===== src/rtl/mul_share_pkg.sv =====
// rtl/mul_share_pkg.sv - shared types and constants for the multiplier-sharing arbiter
package mul_share_pkg;

  typedef enum logic [1:0] {S_RUN, S_DRAIN, S_DONE} state_t;

  localparam int MUL_W  = 8;
  localparam int PROD_W = 16;

  // Tag width for a requester count; a single requester still needs one bit.
  function automatic int tag_w(input int n);
    return (n > 1) ? $clog2(n) : 1;
  endfunction

endpackage


===== src/rtl/mul_share_arb_rr_arbiter.sv =====
// rtl/mul_share_arb_rr_arbiter.sv - round-robin one-hot grant with registered pointer
module mul_share_arb_rr_arbiter #(
  parameter int NUM_REQ = 4,
  parameter int TAG_W   = 2
) (
  input  logic               i_clk,
  input  logic               i_rst,
  input  logic               i_en,
  input  logic [NUM_REQ-1:0] i_req,
  output logic [NUM_REQ-1:0] o_grant,
  output logic [TAG_W-1:0]   o_idx,
  output logic               o_hs
);

  logic [TAG_W-1:0] r_ptr;

  always_comb begin
    int j;
    j       = 0;
    o_grant = '0;
    o_idx   = '0;
    o_hs    = 1'b0;
    for (int k = 0; k < NUM_REQ; k++) begin
      j = int'(r_ptr) + k;
      if (j >= NUM_REQ) j = j - NUM_REQ;
      if (!o_hs && i_en && i_req[j]) begin
        o_hs       = 1'b1;
        o_grant[j] = 1'b1;
        o_idx      = TAG_W'(j);
      end
    end
  end

  // Grants only go to valid requesters, so a grant is always a handshake.
  always_ff @(posedge i_clk) begin
    if (i_rst) begin
      r_ptr <= '0;
    end else if (o_hs) begin
      if (int'(o_idx) == NUM_REQ - 1) r_ptr <= '0;
      else                            r_ptr <= o_idx + 1'b1;
    end
  end

endmodule


===== src/rtl/mul_share_arb.sv =====
// rtl/mul_share_arb.sv - shares one pipelined 8x8 multiplier among requesters with tag routing and flush
// Optional busy/stall counters are built when MUL_SHARE_ARB_PERF_EN is defined.
module mul_share_arb
  import mul_share_pkg::*;
#(
  parameter int NUM_REQ = 4,
  parameter int MUL_LAT = 4
) (
  input  logic                         clk,
  input  logic                         rst,
  input  logic [NUM_REQ-1:0]           req_valid,
  output logic [NUM_REQ-1:0]           req_ready,
  input  logic [NUM_REQ*MUL_W-1:0]     req_a,
  input  logic [NUM_REQ*MUL_W-1:0]     req_b,
  output logic [NUM_REQ-1:0]           rsp_valid,
  output logic [PROD_W-1:0]            rsp_data,
  output logic                         mul_en_in,
  output logic [MUL_W-1:0]             mul_a,
  output logic [MUL_W-1:0]             mul_b,
  input  logic                         mul_en_out,
  input  logic [PROD_W-1:0]            mul_out,
  input  logic                         flush_req,
  output logic                         flush_done,
  output logic [$clog2(MUL_LAT+1)-1:0] inflight,
  output logic                         tag_err
`ifdef MUL_SHARE_ARB_PERF_EN
  ,
  output logic [31:0]                  busy_cnt,
  output logic [31:0]                  stall_cnt
`endif
);

  localparam int TAG_W = tag_w(NUM_REQ);
  localparam int CNT_W = $clog2(MUL_LAT + 1);
  typedef logic [TAG_W-1:0] tag_t;

  state_t             r_state;
  tag_t               r_issue_tag;
  logic [MUL_LAT-1:0] r_pv;
  tag_t               r_ptag [MUL_LAT];
  logic [CNT_W-1:0]   r_quiet;
  tag_t               w_idx;
  logic               w_hs;
  logic               w_tail_v;
  logic               w_ret;
  logic               w_err;

  mul_share_arb_rr_arbiter #(.NUM_REQ(NUM_REQ), .TAG_W(TAG_W)) u_arb (
    .i_clk   (clk),
    .i_rst   (rst),
    .i_en    ((r_state == S_RUN) && !rst),
    .i_req   (req_valid),
    .o_grant (req_ready),
    .o_idx   (w_idx),
    .o_hs    (w_hs)
  );

  assign w_tail_v = r_pv[MUL_LAT-1];
  assign w_ret    = mul_en_out && w_tail_v;
  // Results from operations issued before a reset can still trickle out for
  // MUL_LAT cycles; they are neither routed nor treated as protocol errors.
  assign w_err    = (mul_en_out != w_tail_v) && (r_quiet == '0);

  always_ff @(posedge clk) begin
    if (rst) begin
      mul_en_in   <= 1'b0;
      mul_a       <= '0;
      mul_b       <= '0;
      r_issue_tag <= '0;
    end else begin
      mul_en_in <= w_hs;
      if (w_hs) begin
        mul_a       <= req_a[MUL_W*w_idx +: MUL_W];
        mul_b       <= req_b[MUL_W*w_idx +: MUL_W];
        r_issue_tag <= w_idx;
      end
    end
  end

  always_ff @(posedge clk) begin
    if (rst) begin
      r_pv <= '0;
      for (int i = 0; i < MUL_LAT; i++) r_ptag[i] <= '0;
    end else begin
      r_pv[0]   <= mul_en_in;
      r_ptag[0] <= r_issue_tag;
      for (int i = 1; i < MUL_LAT; i++) begin
        r_pv[i]   <= r_pv[i-1];
        r_ptag[i] <= r_ptag[i-1];
      end
    end
  end

  always_ff @(posedge clk) begin
    if (rst) begin
      rsp_valid <= '0;
      rsp_data  <= '0;
      tag_err   <= 1'b0;
      inflight  <= '0;
      r_quiet   <= CNT_W'(MUL_LAT);
    end else begin
      rsp_valid <= '0;
      if (w_ret) begin
        rsp_valid[r_ptag[MUL_LAT-1]] <= 1'b1;
        rsp_data                     <= mul_out;
      end
      if (w_err) tag_err <= 1'b1;
      // A tail entry leaves the pipe whether it returned or was dropped.
      if (mul_en_in && !w_tail_v)      inflight <= inflight + 1'b1;
      else if (!mul_en_in && w_tail_v) inflight <= inflight - 1'b1;
      if (r_quiet != '0) r_quiet <= r_quiet - 1'b1;
    end
  end

  always_ff @(posedge clk) begin
    if (rst) begin
      r_state    <= S_RUN;
      flush_done <= 1'b0;
    end else begin
      case (r_state)
        S_RUN: begin
          if (flush_req) r_state <= S_DRAIN;
        end
        S_DRAIN: begin
          if (!flush_req) begin
            r_state <= S_RUN;
          end else if (inflight == '0 && !mul_en_in) begin
            r_state    <= S_DONE;
            flush_done <= 1'b1;
          end
        end
        S_DONE: begin
          if (!flush_req) begin
            r_state    <= S_RUN;
            flush_done <= 1'b0;
          end
        end
        default: begin
          r_state    <= S_RUN;
          flush_done <= 1'b0;
        end
      endcase
    end
  end

`ifdef MUL_SHARE_ARB_PERF_EN
  always_ff @(posedge clk) begin
    if (rst) begin
      busy_cnt  <= '0;
      stall_cnt <= '0;
    end else begin
      if (mul_en_in && busy_cnt != '1) busy_cnt <= busy_cnt + 32'd1;
      if ((req_valid != '0) && !w_hs && stall_cnt != '1) stall_cnt <= stall_cnt + 32'd1;
    end
  end
`endif

endmodule


===== config.mk =====
export PLATFORM = sky130hd
export DESIGN_NAME = mul_share_arb
export DESIGN_NICKNAME = d
export VERILOG_FILES = /design/src/rtl/mul_share_pkg.sv /design/src/rtl/mul_share_arb_rr_arbiter.sv /design/src/rtl/mul_share_arb.sv
export SDC_FILE = /design/constraint.sdc
export NUM_CORES = 1
export LEC_CHECK = 0
export CAP_MARGIN = 25
export CORE_AREA = 3 3 96 98
export CTS_BUF_LIST = sky130_fd_sc_hd__clkbuf_16
export DETAILED_ROUTE_END_ITERATION = 12
export DIE_AREA = 0 0 99 101
export GPL_ROUTABILITY_DRIVEN = 0
export PLACE_DENSITY_LB_ADDON = 0.05
export SETUP_SLACK_MARGIN = 0.4
export SLEW_MARGIN = 10
export SYNTH_ARGS = -nofsm -noshare
export SYNTH_HDL_FRONTEND = slang
export SYNTH_HIERARCHICAL = 1
export SYNTH_SLANG_ARGS = --single-unit

===== constraint.sdc =====
create_clock -name clk -period 3.5 [get_ports clk]
set_input_delay 0.7 -clock clk [delete_from_list [all_inputs] [get_ports clk]]
set_output_delay 0.7 -clock clk [all_outputs]
set_load 0.02 [all_outputs]

======== Word-level counts from Yosys, hierarchy flattened ========
Memory sizes are Yosys's and may differ from the RTL's.
Cells that the tools add are included.
storage, ports and cells
  register bits ........................... 55
  bits in latches ......................... 0
  memory bits (writable) .................. 8
  memory bits (read-only) ................. 0
  word-level logic and storage cells ...... 148
  memories kept ........................... 1
memories
  name    depth  width  read ports  clocked after memory_dff  wr ports  RTL line             RTL
  r_ptag  4      2      4           0                         4         mul_share_arb.sv:40  tag_t r_ptag [MUL_LAT];
cells by class
  add/sub/neg operators ................... 11
  multipliers ............................. 0
  divide/modulo/power cells ............... 0
  $lt $le $gt $ge ......................... 14
  eq/ne operators ......................... 9
  shift-type cells ........................ 2
  mux-type cells .......................... 57
  bitwise operators ....................... 9
  reduce and logical (&&, ||, !) cells .... 32
operators by type and width
  operator               count
  $ge 32x1->1 const B    4
  $lt 32x4->1 const B    4
  $mux 32                4
  $ge 32x4->1 const B    3
  $sub 32x4->32 const B  3
  $shiftx 32x6->8        2
  $mux 2                 13
  $mux 1                 23
  $logic_and 1x1->1      18
  $mux 4                 4
  $or 4x4->4             3
  $demux 1 s2            5
  $bmux 1 s2             4
  $ne 2x2->1 const B     4
  $add 2x2->3 const B    2
  $logic_not 1->1        6
  $logic_not 3->1        2
  $mux 3                 2
  $pmux 2 s3             1
  $sub 3x1->3 const B    2
  $eq 2x1->1 const B     2
  $or 1x1->1             4
  $reduce_and 4->1       1
  $sub 2x3->4 const B    1
  other kinds (16)       17

======== Depth between registers and ports, before layout ========
  depth in word-level cells ............... 21
  depth in mapped cells ................... 15
  mapped depth without buffers ............ 10

======== By module ========
Netlist, hierarchy kept.
by module, submodules not included
  module                    times used  cells an instance  area an instance (um^2)  sequential area each (um^2)
  mul_share_arb             1           217                2542.4                   1221.2
  mul_share_arb_rr_arbiter  1           83                 711.9                    40.0

======== Least setup slack after synthesis ========
OpenSTA, ideal clock, no wires.
  path kind ............................... reg-to-reg
  from .................................... register u_arb.r_ptr[0]
  to ...................................... register mul_a[0]
  library setup time ...................... 0.128 ns
  data arrival time ....................... 3.366 ns
  required time ........................... 3.372 ns
  setup slack ............................. 0.007 ns
  stages on the path, launching flop included .. 16
  path buffers ............................ 6
  period minus slack after synthesis ...... 3.493 ns
  path through ............................ dfxtp_1 > buf_6 > buf_2 > inv_1 > ha_1 > buf_2 > mux2_4 > a32o_1 > and3_4 > buf_6 > o31a_1 > buf_6 > buf_12 > mux4_2 > mux2i_1 > nor2_1
on the way
  cells in the longest elaborated chain, start to end .. 20
  elaborated cells on any way between the ends .. 46
  classes of those cells .................. 7 x add/sub; 4 x order compare; 1 x shift; 24 x mux; 10 x reduce/logical
ends and longest elaborated chain
  what                                                    RTL line                        RTL
  start: declaration                                      mul_share_arb_rr_arbiter.sv:15  logic [TAG_W-1:0] r_ptr;
  start signal: assignment                                mul_share_arb_rr_arbiter.sv:40  else r_ptr <= o_idx + 1'b1;
  branches (longest 18 deep; another with $sub 32x4->32)  n/a
  $mux 2 (*)                                              mul_share_arb_rr_arbiter.sv:26  if (!o_hs && i_en && i_req[j]) begin
  named net w_idx[0]                                      mul_share_arb.sv:42             tag_t w_idx;
  $shiftx 32x6->8 (*)                                     mul_share_arb.sv:73             mul_a <= req_a[MUL_W*w_idx +: MUL_W];
  end signal: assignment                                  mul_share_arb.sv:73
  end: declaration                                        mul_share_arb.sv:18             output logic [MUL_W-1:0] mul_a,
Mark *: on every way through the listed nets, which the timed path passes. The select of a mux whose other input is x is not followed.
A chain may end at the register's enable or synchronous reset.

======== Worst setup path after layout ========
  from .................................... register u_arb.r_ptr[0]
  to ...................................... output port req_ready[0]
on the way
  cells in the longest elaborated chain, start to end .. 19
  elaborated cells on any way between the ends .. 67
  classes of those cells .................. 7 x add/sub; 12 x order compare; 31 x mux; 3 x bitwise; 14 x reduce/logical
ends and longest elaborated chain
  what                                                    RTL line                        RTL
  branches (longest 18 deep; another with $sub 32x4->32)  n/a
  $mux 4 (*)                                              mul_share_arb_rr_arbiter.sv:26
  end: declaration                                        mul_share_arb.sv:12             output logic [NUM_REQ-1:0] req_ready,
Mark *: on every way between the ends. The select of a mux whose other input is x is not followed.

==> out/results.ini <==
[outcome]
outcome = complete, no violations

[sta]
slew_violations = 0
setup_viol = 0
fin_crit_sh = 0.880
fin_worst_skew_ns = 0.00854
worstMarginPinSlew_ns = 0.698
slew_headroom = 0.530
rsz0062_at_grt = yes
hold_viol_final = 0
setup_slack_ns = 0.418
setup-tns-final_ns = 0
timing.fmax_ghz = 0.325
period_minus_slack_ns = 3.08

[power]
p_sw_frac = 0.276
finalPower_uw = 2650
clkPwrFrac = 0.356
p_switching_uw = 733
ir_drop_uv = 218
internal-power_uw = 1920
p_per_area_nw_per_um2 = 507
leakagePower_uw = 0.00201
p_seq_frac = 0.308
power.share.combinational = 0.336

[global_route]
grt-ovfl-total = 0
first_global_vias = 2659
grt_pass1_wl_um = 12200
grt_max_degree = 63
use_met2 = 0.232
grt.busiest_layer = met2
gr-usage-met1 = 0.192
antenna_found_initial = 0
grt_use_total = 0.152
gr-usage-met3 = 0.0588

[cells_and_area]
final_nets = 553
seqCellArea_um2 = 1270
final_cells = 564
drive_gt1_frac = 0.191
fill_cells = 744
multiInputGateArea_um2 = 1840
syn_to_final_growth_pct = 60.8
diodes = 0

[setup_path]
end_kind = output port
startpoint_type = register
arrival_ns = 2.38
worstSetupPathType = reg -> out
cp_max_fo = 7
worstPathRequired_ns = 2.80

[yosys]
synth_nets = 402
synth_edf_count = 0
synth-compound-area-share = 0.0727
synth_area_um2 = 3250
ys_top_cells_by_area = dfxtp_1, mux2i_1, mux4_2
yosys.area_share.simple = 0.147
synth.avg_cell_area_um2 = 10.8
yosysTopAreaCell = dfxtp_1
synth_fa_ha_area_frac = 0.0561
yosysWarningCount = 6
synthTopCellsByCount = dfxtp_1, nor2_1, mux2i_1
netlist_instances = 300
yosysSeqAreaShare = 0.388
post-synth-top-count-cell = dfxtp_1
netlist-cell-type-count = 51
muxShareOfSynthArea = 0.268
synth_top_family_by_area = multiplexers
synthFlopType = dfxtp_1
synthArstFlopShare = 0
synth_seq_cells = 63
synth_xor_area_frac = 0.00807
yosysTopAreaCellShare = 0.388

[clock_tree]
clock_path_buffers = 2
cts.clk_slew.worst_paths_ns = 0.05
hold_buffers = 0
cts-root-buf = clkbuf_16
h-tree-depth = 3
cts_buffers = 9
clkLatencyLatePin_ns = 0.32
cts.sinks = 63
tritoncts = done

[placed_design]
hpwl_um = 5420
post-place-ws_ns = -0.148
dp.cells = 534
port_buffers = 133

[routing]
firstDrtPassIters = 4
wl_um = 7780
route.detailed.drc = 0
drt_iter0_markers = 64
drt-wirelength-per-cell_um = 13.8
dr_total_vias = 2775
ant_nets = 0
avgViaCountPerCell = 4.92

[floorplanning]
start_util = 0.381
die_x_um = 99
rows = 34
io_pins = 134
die_area_um2 = 10000
chipHeight_um = 101
core_um2 = 8550

[job]
drv_cap = 0

[min_path]
hold_path.class = reg -> reg

==> sequential cells by signal (all words and copies together) (netlist names) <==
name	cells
flush_done	1
inflight	3
mul_a	8
mul_b	8
mul_en_in	1
r_issue_tag	2
r_ptag	8
r_pv	4
r_quiet	3
r_state	2
rsp_data	16
rsp_valid	4
tag_err	1
u_arb/r_ptr	2
==> placed cells by master (no fill, tap or decap), types with 4 or more instances in the layout <==
master | synthesis | routed
clkbuf_16 | 0 | 10
a21oi_1 | 8 | 8
buf_4 | 2 | 23
a221o_1 | 4 | 4
nand2_1 | 9 | 9
ha_1 | 13 | 11
mux4_2 | 12 | 16
inv_1 | 9 | 7
nand3b_1 | 5 | 5
nor2b_1 | 14 | 14
buf_6 | 4 | 8
o21ai_0 | 4 | 4
mux2i_1 | 37 | 37
clkdlybuf4s50_1 | 0 | 124
dfxtp_1 | 63 | 61
nor2_1 | 43 | 43
==> worst max-delay path, stage by stage (launching register included) <==
cell and delay, ns:
dfxtp_4 0.38, inv_8 0.04, ha_4 0.31, mux2_4 0.31
a32o_2 0.25, and3_4 0.18, buf_4 0.15, a221o_1 0.32
buf_6 0.13
==> final timing paths <==
kind                        from      endpoint  slack [ns]  depth (start not counted)
setup / recovery  u_arb/r_ptr[0]  req_ready[0]        0.42                          8
hold / removal      r_ptag[2][1]  r_ptag[3][1]        0.43                          1
setup reg to reg  u_arb/r_ptr[0]      mul_a[6]        0.43                         12
hold reg to reg     r_ptag[2][1]  r_ptag[3][1]        0.43                          1
==> power by group through the flow <==
| stage | sequential (uW) | combinational [uW] | clock (uW) |
|---|---|---|---|
| 2_1_floorplan | 867 | 492 | 0 |
| 3_3_place_gp | 829 | 775 | 0 |
| 3_5_place_dp | 830 | 783 | 0 |
| 4_1_cts | 816 | 792 | 968 |
| 5_1_grt | 826 | 968 | 1000 |
| 6_report | 817 | 891 | 945 |
==> per-stage QoR <==
stage                      util  hold WS (ns)  area, um^2
after detailed placement  0.555         0.423        4740
after CTS                 0.592         0.436        5060
after global routing      0.612         0.450        5230
final                     0.612         0.434        5230
after global placement    0.555         0.417        4740
after floorplan               -         0.414        3300
==> final cells by class <==
class	count	area share
Multi-Input combinational cell	203	0.352
Timing Repair Buffer	164	0.310
Sequential cell	63	0.242
Clock buffer	9	0.0430
Tap cell	108	0.0258
Clock inverter	7	0.0184
Inverter	10	0.00861
==> timing repair <==
| action | 4_1_cts | 5_1_grt |
|---|---|---|
| setup endpoints to repair | 21 | 21 |
| pin swaps | 2 | 8 |
| gates resized for setup | 24 | 27 |
| gates cloned | 0 | 1 |
| buffers inserted | 2 | 11 |
==> cell families (layout without fill, tap and decap cells) <==
logic type                 after synthesis  after routing
muxes                                   60             60
and+or+nand+nor                         94             94
xor gates and xnor gates                 3              3
AOI/OAI and AO/OA                       32             32
adders and majority gates               14             14
DFF                                     63             63
buffers and inverters                   34            190
==> routing by layer <==
metal / up-vias / wire, um
met5: - / 0
met4: 0 / 112
li1: 1384 / -
met2: 101 / 3510
met3: 10 / 728
met1: 1280 / 3430
No activity file was read; power rests on OpenSTA's default activity.
